--- src/rtl/mips_pkg.sv ---
// Shared definitions for the multi-cycle MIPS-I subset core: opcodes, ALU
// select encoding, FSM states and the ALU function itself.
package mips_pkg;

  localparam logic [5:0] OP_RTYPE = 6'h00;
  localparam logic [5:0] OP_J     = 6'h02;
  localparam logic [5:0] OP_BEQ   = 6'h04;
  localparam logic [5:0] OP_ADDI  = 6'h08;
  localparam logic [5:0] OP_LW    = 6'h23;
  localparam logic [5:0] OP_SW    = 6'h2B;

  localparam logic [5:0] FN_ADD = 6'h20;
  localparam logic [5:0] FN_SUB = 6'h22;
  localparam logic [5:0] FN_AND = 6'h24;
  localparam logic [5:0] FN_OR  = 6'h25;
  localparam logic [5:0] FN_SLT = 6'h2A;

  typedef enum logic [2:0] {
    ALU_ADD,
    ALU_SUB,
    ALU_AND,
    ALU_OR,
    ALU_SLT
  } alu_sel_t;

  typedef enum logic [2:0] {
    FETCH,
    DECODE,
    EXEC,
    MEM,
    WB,
    HALT
  } state_t;

  function automatic alu_sel_t funct_to_alu(logic [5:0] funct);
    alu_sel_t sel;
    sel = ALU_ADD;
    case (funct)
      FN_SUB:  sel = ALU_SUB;
      FN_AND:  sel = ALU_AND;
      FN_OR:   sel = ALU_OR;
      FN_SLT:  sel = ALU_SLT;
      default: sel = ALU_ADD;
    endcase
    return sel;
  endfunction

  // Two's complement throughout; add/sub wrap silently and slt is signed.
  function automatic logic [31:0] alu_op(alu_sel_t sel, logic [31:0] a, logic [31:0] b);
    logic [31:0] res;
    res = a + b;
    case (sel)
      ALU_SUB: res = a - b;
      ALU_AND: res = a & b;
      ALU_OR:  res = a | b;
      ALU_SLT: res = {31'b0, ($signed(a) < $signed(b))};
      default: res = a + b;
    endcase
    return res;
  endfunction

endpackage

--- src/rtl/mips_regfile.sv ---
// 32x32 register file: two asynchronous read ports, one synchronous write
// port, r0 hardwired to zero, all registers cleared on reset.
module mips_regfile (
  input  logic        clk,
  input  logic        rst,
  input  logic [4:0]  ra1,
  input  logic [4:0]  ra2,
  output logic [31:0] rd1,
  output logic [31:0] rd2,
  input  logic        we,
  input  logic [4:0]  wa,
  input  logic [31:0] wd
);

  logic [31:0] regs [1:31];

  always_ff @(posedge clk) begin
    if (rst) begin
      for (int i = 1; i < 32; i++) begin
        regs[i] <= '0;
      end
    end else if (we && (wa != 5'd0)) begin
      regs[wa] <= wd;
    end
  end

  assign rd1 = (ra1 == 5'd0) ? 32'h0 : regs[ra1];
  assign rd2 = (ra2 == 5'd0) ? 32'h0 : regs[ra2];

endmodule

--- src/rtl/mips_multicycle_core.sv ---
// Multi-cycle MIPS-I subset core sharing one instruction/data memory port
// with a req/ready handshake; reports retire, halt and illegal status.
module mips_multicycle_core
  import mips_pkg::*;
#(
  parameter int unsigned ADDR_W          = 32,
  parameter logic [31:0] RESET_PC        = 32'h0,
  parameter bit          HALT_ON_ILLEGAL = 1'b1
) (
  input  logic              clk,
  input  logic              rst,
  output logic              mem_req,
  output logic              mem_we,
  output logic [ADDR_W-1:0] mem_addr,
  output logic [31:0]       mem_wdata,
  input  logic              mem_ready,
  input  logic [31:0]       mem_rdata,
  output logic              instr_retired,
  output logic              illegal,
  output logic              halted,
  output logic [ADDR_W-1:0] pc_out
);

  localparam logic [ADDR_W-1:0] RESET_ADDR = RESET_PC[ADDR_W-1:0];

  state_t            state, state_nx;
  logic [ADDR_W-1:0] pc, bt, jump_target;
  logic [31:0]       ir, a_q, b_q, alu_out, mdr;
  logic              illegal_q;

  logic [5:0]        op, funct;
  logic [4:0]        rs, rt, rd;
  logic [31:0]       imm_sext, br_off;
  logic              is_r, is_lw, is_sw, is_beq, is_addi, is_j;
  logic              funct_ok, instr_ok;

  alu_sel_t          alu_sel;
  logic [31:0]       alu_b, alu_res;
  logic              misaligned;

  logic              req_c, we_c, retire_c, set_illegal, take_jump;
  logic [31:0]       rf_rd1, rf_rd2, rf_wd;
  logic [4:0]        rf_wa;
  logic              rf_we;

  assign op       = ir[31:26];
  assign funct    = ir[5:0];
  assign rs       = ir[25:21];
  assign rt       = ir[20:16];
  assign rd       = ir[15:11];
  assign imm_sext = {{16{ir[15]}}, ir[15:0]};
  assign br_off   = {imm_sext[29:0], 2'b00};

  // Instruction classification; anything not listed here is illegal.
  always_comb begin
    is_r     = (op == OP_RTYPE);
    is_lw    = (op == OP_LW);
    is_sw    = (op == OP_SW);
    is_beq   = (op == OP_BEQ);
    is_addi  = (op == OP_ADDI);
    is_j     = (op == OP_J);
    funct_ok = (funct == FN_ADD) || (funct == FN_SUB) || (funct == FN_AND) ||
               (funct == FN_OR)  || (funct == FN_SLT);
    instr_ok = (is_r && funct_ok) || is_lw || is_sw || is_beq || is_addi || is_j;
  end

  assign alu_sel    = is_r ? funct_to_alu(funct) : ALU_ADD;
  assign alu_b      = is_r ? b_q : imm_sext;
  assign alu_res    = alu_op(alu_sel, a_q, alu_b);
  assign misaligned = (is_lw || is_sw) && (alu_res[1:0] != 2'b00);

  // The region above bit 27 of the jump target comes from PC+4 only when the
  // address space is wide enough to have one.
  generate
    if (ADDR_W > 28) begin : g_jt_wide
      assign jump_target = {pc[ADDR_W-1:28], ir[25:0], 2'b00};
    end else begin : g_jt_narrow
      logic [27:0] jt_full;
      assign jt_full     = {ir[25:0], 2'b00};
      assign jump_target = jt_full[ADDR_W-1:0];
    end
  endgenerate

  always_ff @(posedge clk) begin
    if (rst) begin
      state <= FETCH;
    end else begin
      state <= state_nx;
    end
  end

  always_comb begin
    state_nx    = state;
    req_c       = 1'b0;
    we_c        = 1'b0;
    retire_c    = 1'b0;
    set_illegal = 1'b0;
    take_jump   = 1'b0;
    case (state)
      FETCH: begin
        req_c = 1'b1;
        if (mem_ready) state_nx = DECODE;
      end
      DECODE: begin
        if (!instr_ok) begin
          set_illegal = 1'b1;
          retire_c    = !HALT_ON_ILLEGAL;
          state_nx    = HALT_ON_ILLEGAL ? HALT : FETCH;
        end else if (is_j) begin
          take_jump = 1'b1;
          retire_c  = 1'b1;
          state_nx  = FETCH;
        end else begin
          state_nx = EXEC;
        end
      end
      EXEC: begin
        if (misaligned) begin
          set_illegal = 1'b1;
          retire_c    = !HALT_ON_ILLEGAL;
          state_nx    = HALT_ON_ILLEGAL ? HALT : FETCH;
        end else if (is_lw || is_sw) begin
          state_nx = MEM;
        end else if (is_beq) begin
          retire_c = 1'b1;
          state_nx = FETCH;
        end else begin
          state_nx = WB;
        end
      end
      MEM: begin
        req_c = 1'b1;
        we_c  = is_sw;
        if (mem_ready) begin
          retire_c = is_sw;
          state_nx = is_sw ? FETCH : WB;
        end
      end
      WB: begin
        retire_c = 1'b1;
        state_nx = FETCH;
      end
      HALT:    state_nx = HALT;
      default: state_nx = FETCH;
    endcase
  end

  // Architectural datapath registers; each only moves in the state that owns
  // it, so address/data presented to memory stay put across wait states.
  always_ff @(posedge clk) begin
    if (rst) begin
      pc        <= RESET_ADDR;
      ir        <= '0;
      a_q       <= '0;
      b_q       <= '0;
      bt        <= '0;
      alu_out   <= '0;
      mdr       <= '0;
      illegal_q <= 1'b0;
    end else begin
      if (set_illegal) illegal_q <= 1'b1;
      case (state)
        FETCH: begin
          if (mem_ready) begin
            ir <= mem_rdata;
            pc <= pc + ADDR_W'(4);
          end
        end
        DECODE: begin
          a_q <= rf_rd1;
          b_q <= rf_rd2;
          bt  <= pc + br_off[ADDR_W-1:0];
          if (take_jump) pc <= jump_target;
        end
        EXEC: begin
          alu_out <= alu_res;
          if (is_beq && (a_q == b_q)) pc <= bt;
        end
        MEM: begin
          if (mem_ready && is_lw) mdr <= mem_rdata;
        end
        default: ;
      endcase
    end
  end

  assign rf_we = (state == WB) && !rst;
  assign rf_wa = is_r ? rd : rt;
  assign rf_wd = is_lw ? mdr : alu_out;

  mips_regfile u_regfile (
    .clk (clk),
    .rst (rst),
    .ra1 (rs),
    .ra2 (rt),
    .rd1 (rf_rd1),
    .rd2 (rf_rd2),
    .we  (rf_we),
    .wa  (rf_wa),
    .wd  (rf_wd)
  );

  assign mem_req       = req_c && !rst;
  assign mem_we        = we_c;
  assign mem_addr      = (state == MEM) ? alu_out[ADDR_W-1:0] : pc;
  assign mem_wdata     = b_q;
  assign instr_retired = retire_c && !rst;
  assign illegal       = illegal_q;
  assign halted        = (state == HALT) && !rst;
  assign pc_out        = pc;

endmodule

--- config.mk ---
export PLATFORM = sky130hd
export DESIGN_NAME = mips_multicycle_core
export DESIGN_NICKNAME = d
export VERILOG_FILES = /design/src/rtl/mips_pkg.sv /design/src/rtl/mips_regfile.sv /design/src/rtl/mips_multicycle_core.sv
export SDC_FILE = /design/constraint.sdc
export NUM_CORES = 2
export LEC_CHECK = 0
export ABC_AREA = 1
export CAP_MARGIN = 5
export CORE_UTILIZATION = 45
export DETAILED_ROUTE_END_ITERATION = 6
export MAX_ROUTING_LAYER = met4
export PLACE_DENSITY_LB_ADDON = 0.25
export SYNTH_ARGS = -nofsm -noshare
export SYNTH_HDL_FRONTEND = slang
export SYNTH_SLANG_ARGS = --single-unit
--- constraint.sdc ---
create_clock -name clk -period 6.1 [get_ports clk]
set_input_delay 0.61 -clock clk [delete_from_list [all_inputs] [get_ports clk]]
set_output_delay 0.61 -clock clk [all_outputs]
set_load 0.01 [all_outputs]
==> key figures <==
Place
  • PortBufs: 135
  • Placement Setup Slack: 1.82 ns
  • Post-detail-place hpwl: 187000 µm
  • DP Cell Count: 9979
  • RD Place Congestion: 1.09

Timing
  • Worst-margin pin slew: 1.16 ns
  • Final hold slack: 0.310 ns
  • Max Slew Vio Count: 0
  • Max Fclk: 0.224 GHz
  • Worst Slack Setup Final: 1.64 ns
  • RSZ-0062 raised after global routing: false
  • Final count of hold timing violations: 0
  • Setup violations, final: 0
  • Setup TNS: 0 ns
  • Period utilization: 73.1%
  • Clock skew: 0.0412 ns
  • Final min period: 4.46 ns
  • Slew margin rel.: 22.3%

Finish
  • Layout cell share with drive strength beyond 1: 6.26%
  • Multi-input gate area: 31700 µm²
  • Fin cells: 10200
  • Fill count: 14500
  • Final nets: 8230
  • Register area: 35500 µm²
  • Area growth syn-to-layout: 11.1%

Global route
  • Pin count of the biggest net entering global routing: 159
  • GRT Max-Usage Layer: met2
  • M3 GR Usage: 7.88%
  • Initial antenna violation count: 4
  • Global-route wire length before repair: 419000 µm
  • Routing usage on met1: 46.0%
  • GR met2 Demand/Resource: 55.3%
  • Grt total ovfl: 0
  • Total Routing Usage GR: 36.5%
  • Vias in the first global route: 62600

Critical path
  • Crit-path leading delay family: buffers and inverters
  • Crit path max-delay cell type: clkdlybuf4s50_1
  • Critical path's largest stage delay: 0.61 ns
  • Max FO, Critical Path: 38
  • CP Data Required Time: 5.49 ns
  • Critical Path End Type: output pin
  • Startpoint Class: flip-flop
  • CP cell instances: inv_1, nor2_1, inv_1, nor2_4, buf_4, inv_4, nor2_1, a221oi_1, a21oi_1, clkdlybuf4s50_1
  • CP Data Arrival Time: 3.85 ns
  • Critical path class: reg2out
  • Buf+Inv Stages, Crit Path: 5

Routing
  • 1st-iter DRT viols: 9647
  • Wirelength per Cell: 28.4 µm
  • Vias per cell: 6.48
  • DRC: 0
  • Routed WL: 291000 µm
  • Post-DRT Antenna Nets: 0
  • Via count: 66300
  • First-pass DRT Iterations: 7

Logic synthesis
  • Async S/R FF share, synth: 0%
  • EDFF count, synth: 1024
  • Synth Instances: 8297
  • Yosys cell types: 50
  • Average size of a mapped cell: 8.60 µm²
  • Sequential area share after synthesis: 49.8%
  • Yosys reg bits: 1262
  • Most frequently used flop master after synthesis: edfxtp_1
  • Synth Cell Area: 71300 µm²
  • Synth Warn #: 0

Pwr
  • Power consumption: 33.3 mW
  • VDD IR-drop max: 314 µV
  • Pwr per Cell Area: 421 nW/µm²
  • Leak Pwr: 27.3 nW

Floorplanning
  • IO Pins: 136
  • Die height: 400 µm
  • Core area: 157000 µm²
  • Die Wd: 400 µm
  • FP Rows: 145
  • Initial Util: 45.5%
  • Die ar.: 160000 µm²

Clock network
  • Setup bufs post-CTS: 0
  • CTS Buf Count: 142
  • Cts repair resizes: 0
  • H-tree depth: 4
  • Worst-Skew Late Latency: 0.82 ns
  • CTS tree: yes
  • Clock-pin transition on the worst setup and hold timing paths: 0.06 ns
  • CTS max path bufs: 3
  • Sink Count: 1262
  • Root buffer selected by CTS: clkbuf_16
  • Hold-fix buffers at CTS: 0

Hold path
  • Hold Crit Class: in2reg

Status
  • Status: completed

Run
  • # Max-Cap Violations: 0
[cell families (layout without fill, tap and decap cells)]
logic type                 after synthesis  in the layout  synth area share [%]
AOI/OAI and AO/OA                     2069           2069                  18.6
xor gates and xnor gates                69             69                 0.847
and+or+nand+nor                       3333           3333                  18.6
muxes                                  256            256                  3.59
adders and majority gates              130            130                  2.31
DFF                                   1262           1262                  49.8
buffers and inverters                 1177           1024                  6.31
other                                    1             37               0.00526
[final timing paths]
kind	start	to	slack [ns]	cells past startpoint
max	state[0]$_SDFFE_PP0P_	instr_retired	1.64	10
min	rst	pc_out[0]$_SDFFE_PP0P_	0.31	2
max reg2reg	ir[26]$_SDFFE_PP0P_	alu_out[20]$_SDFFE_PP0N_	1.65	15
min reg2reg	bt[0]$_SDFFE_PP0P_	bt[0]$_SDFFE_PP0P_	0.46	2
[metrics by stage]
stage	instance area [µm²]	util [%]
detailed placement	74700	47.6
floorplan	71400	-
global placement	74700	47.6
finish	79200	50.5
CTS	79200	50.5
global route	79200	50.5
[cells in the final DEF, fill, tap and decap left out, types with 18 or more instances in the layout]
cell,n
a21oi_1,576
a31oi_1,22
a32oi_1,256
buf_12,27
buf_4,161
clkbuf_1,40
clkbuf_16,147
clkdlybuf4s50_1,134
clkinv_1,19
conb_1,32
dfxtp_1,228
edfxtp_1,1024
ha_1,127
inv_1,435
mux2i_1,256
nand2_1,1301
nand2_2,43
nand3_1,321
nand4_1,42
nor2_1,1515
nor3_1,45
nor4_1,41
o211ai_1,270
o21ai_0,560
o21ai_2,30
o21bai_1,18
o221ai_1,258
o22ai_1,22
xnor2_1,25
xor2_1,44
[sequential cells by signal, indices dropped and copies added (netlist names), 32 cells and up, named ones only]
name and count:
alu_out 32, a_q 32, u_regfile.regs 1024, mdr 32, bt 32, mem_wdata 32
pc_out 32, ir 32
[report_power, final]
part	total [mW]	switching [mW]	leakage, nW	internal, mW
clock	8.61	3.70	2.22	4.91
sequential	11.0	1.10	12.5	9.95
combinational	13.7	9.81	12.5	3.87
total	33.3	14.6	27.3	18.7
[cell usage after synthesis (23+ instances only)]
master,count,area [µm²]
nor2_1,1517,5690
a32oi_1,256,2240
ha_1,127,1590
nor3_1,46,230
nand3_1,324,1620
mux2i_1,256,2560
nand2_1,1344,5040
buf_1,23,86.3
o221ai_1,258,2260
buf_2,64,320
o21ai_0,560,2800
nand4_1,42,263
xnor2_1,25,219
dfxtp_1,238,4760
o21ai_1,34,170
nor4_1,41,257
inv_1,437,1640
o211ai_1,270,2030
clkbuf_1,642,2410
edfxtp_1,1024,30700
xor2_1,44,385
a21oi_1,576,2880
[final cells by class]
class / count / area share, %
Antenna cell: 5 / 0.0158
Multi-Input combinational cell: 5889 / 40.1
Inverter: 448 / 2.15
Tap cell: 2058 / 3.25
Timing Repair Buffer: 322 / 3.90
Clock buffer: 197 / 5.01
Clock inverter: 57 / 0.753
Sequential cell: 1262 / 44.9
[worst register-to-register path: cells and delay by family, from the launching register on]
kind | cells | cell delay [ns]
and+or+nand+nor | 9 | 2.58
adders and majority gates | 1 | 0.59
AOI/OAI and AO/OA | 2 | 0.38
buffers and inverters | 2 | 0.36
DFF | 1 | 0.32
xor gates and xnor gates | 1 | 0.16
[routing by layer]
metal,vias to the layer above,share of wire [%]
li1,28900,-
met1,32000,38
met2,4586,45
met3,856,12
met4,0,5.6
met5,-,0
(Power assumes the default switching activity.)
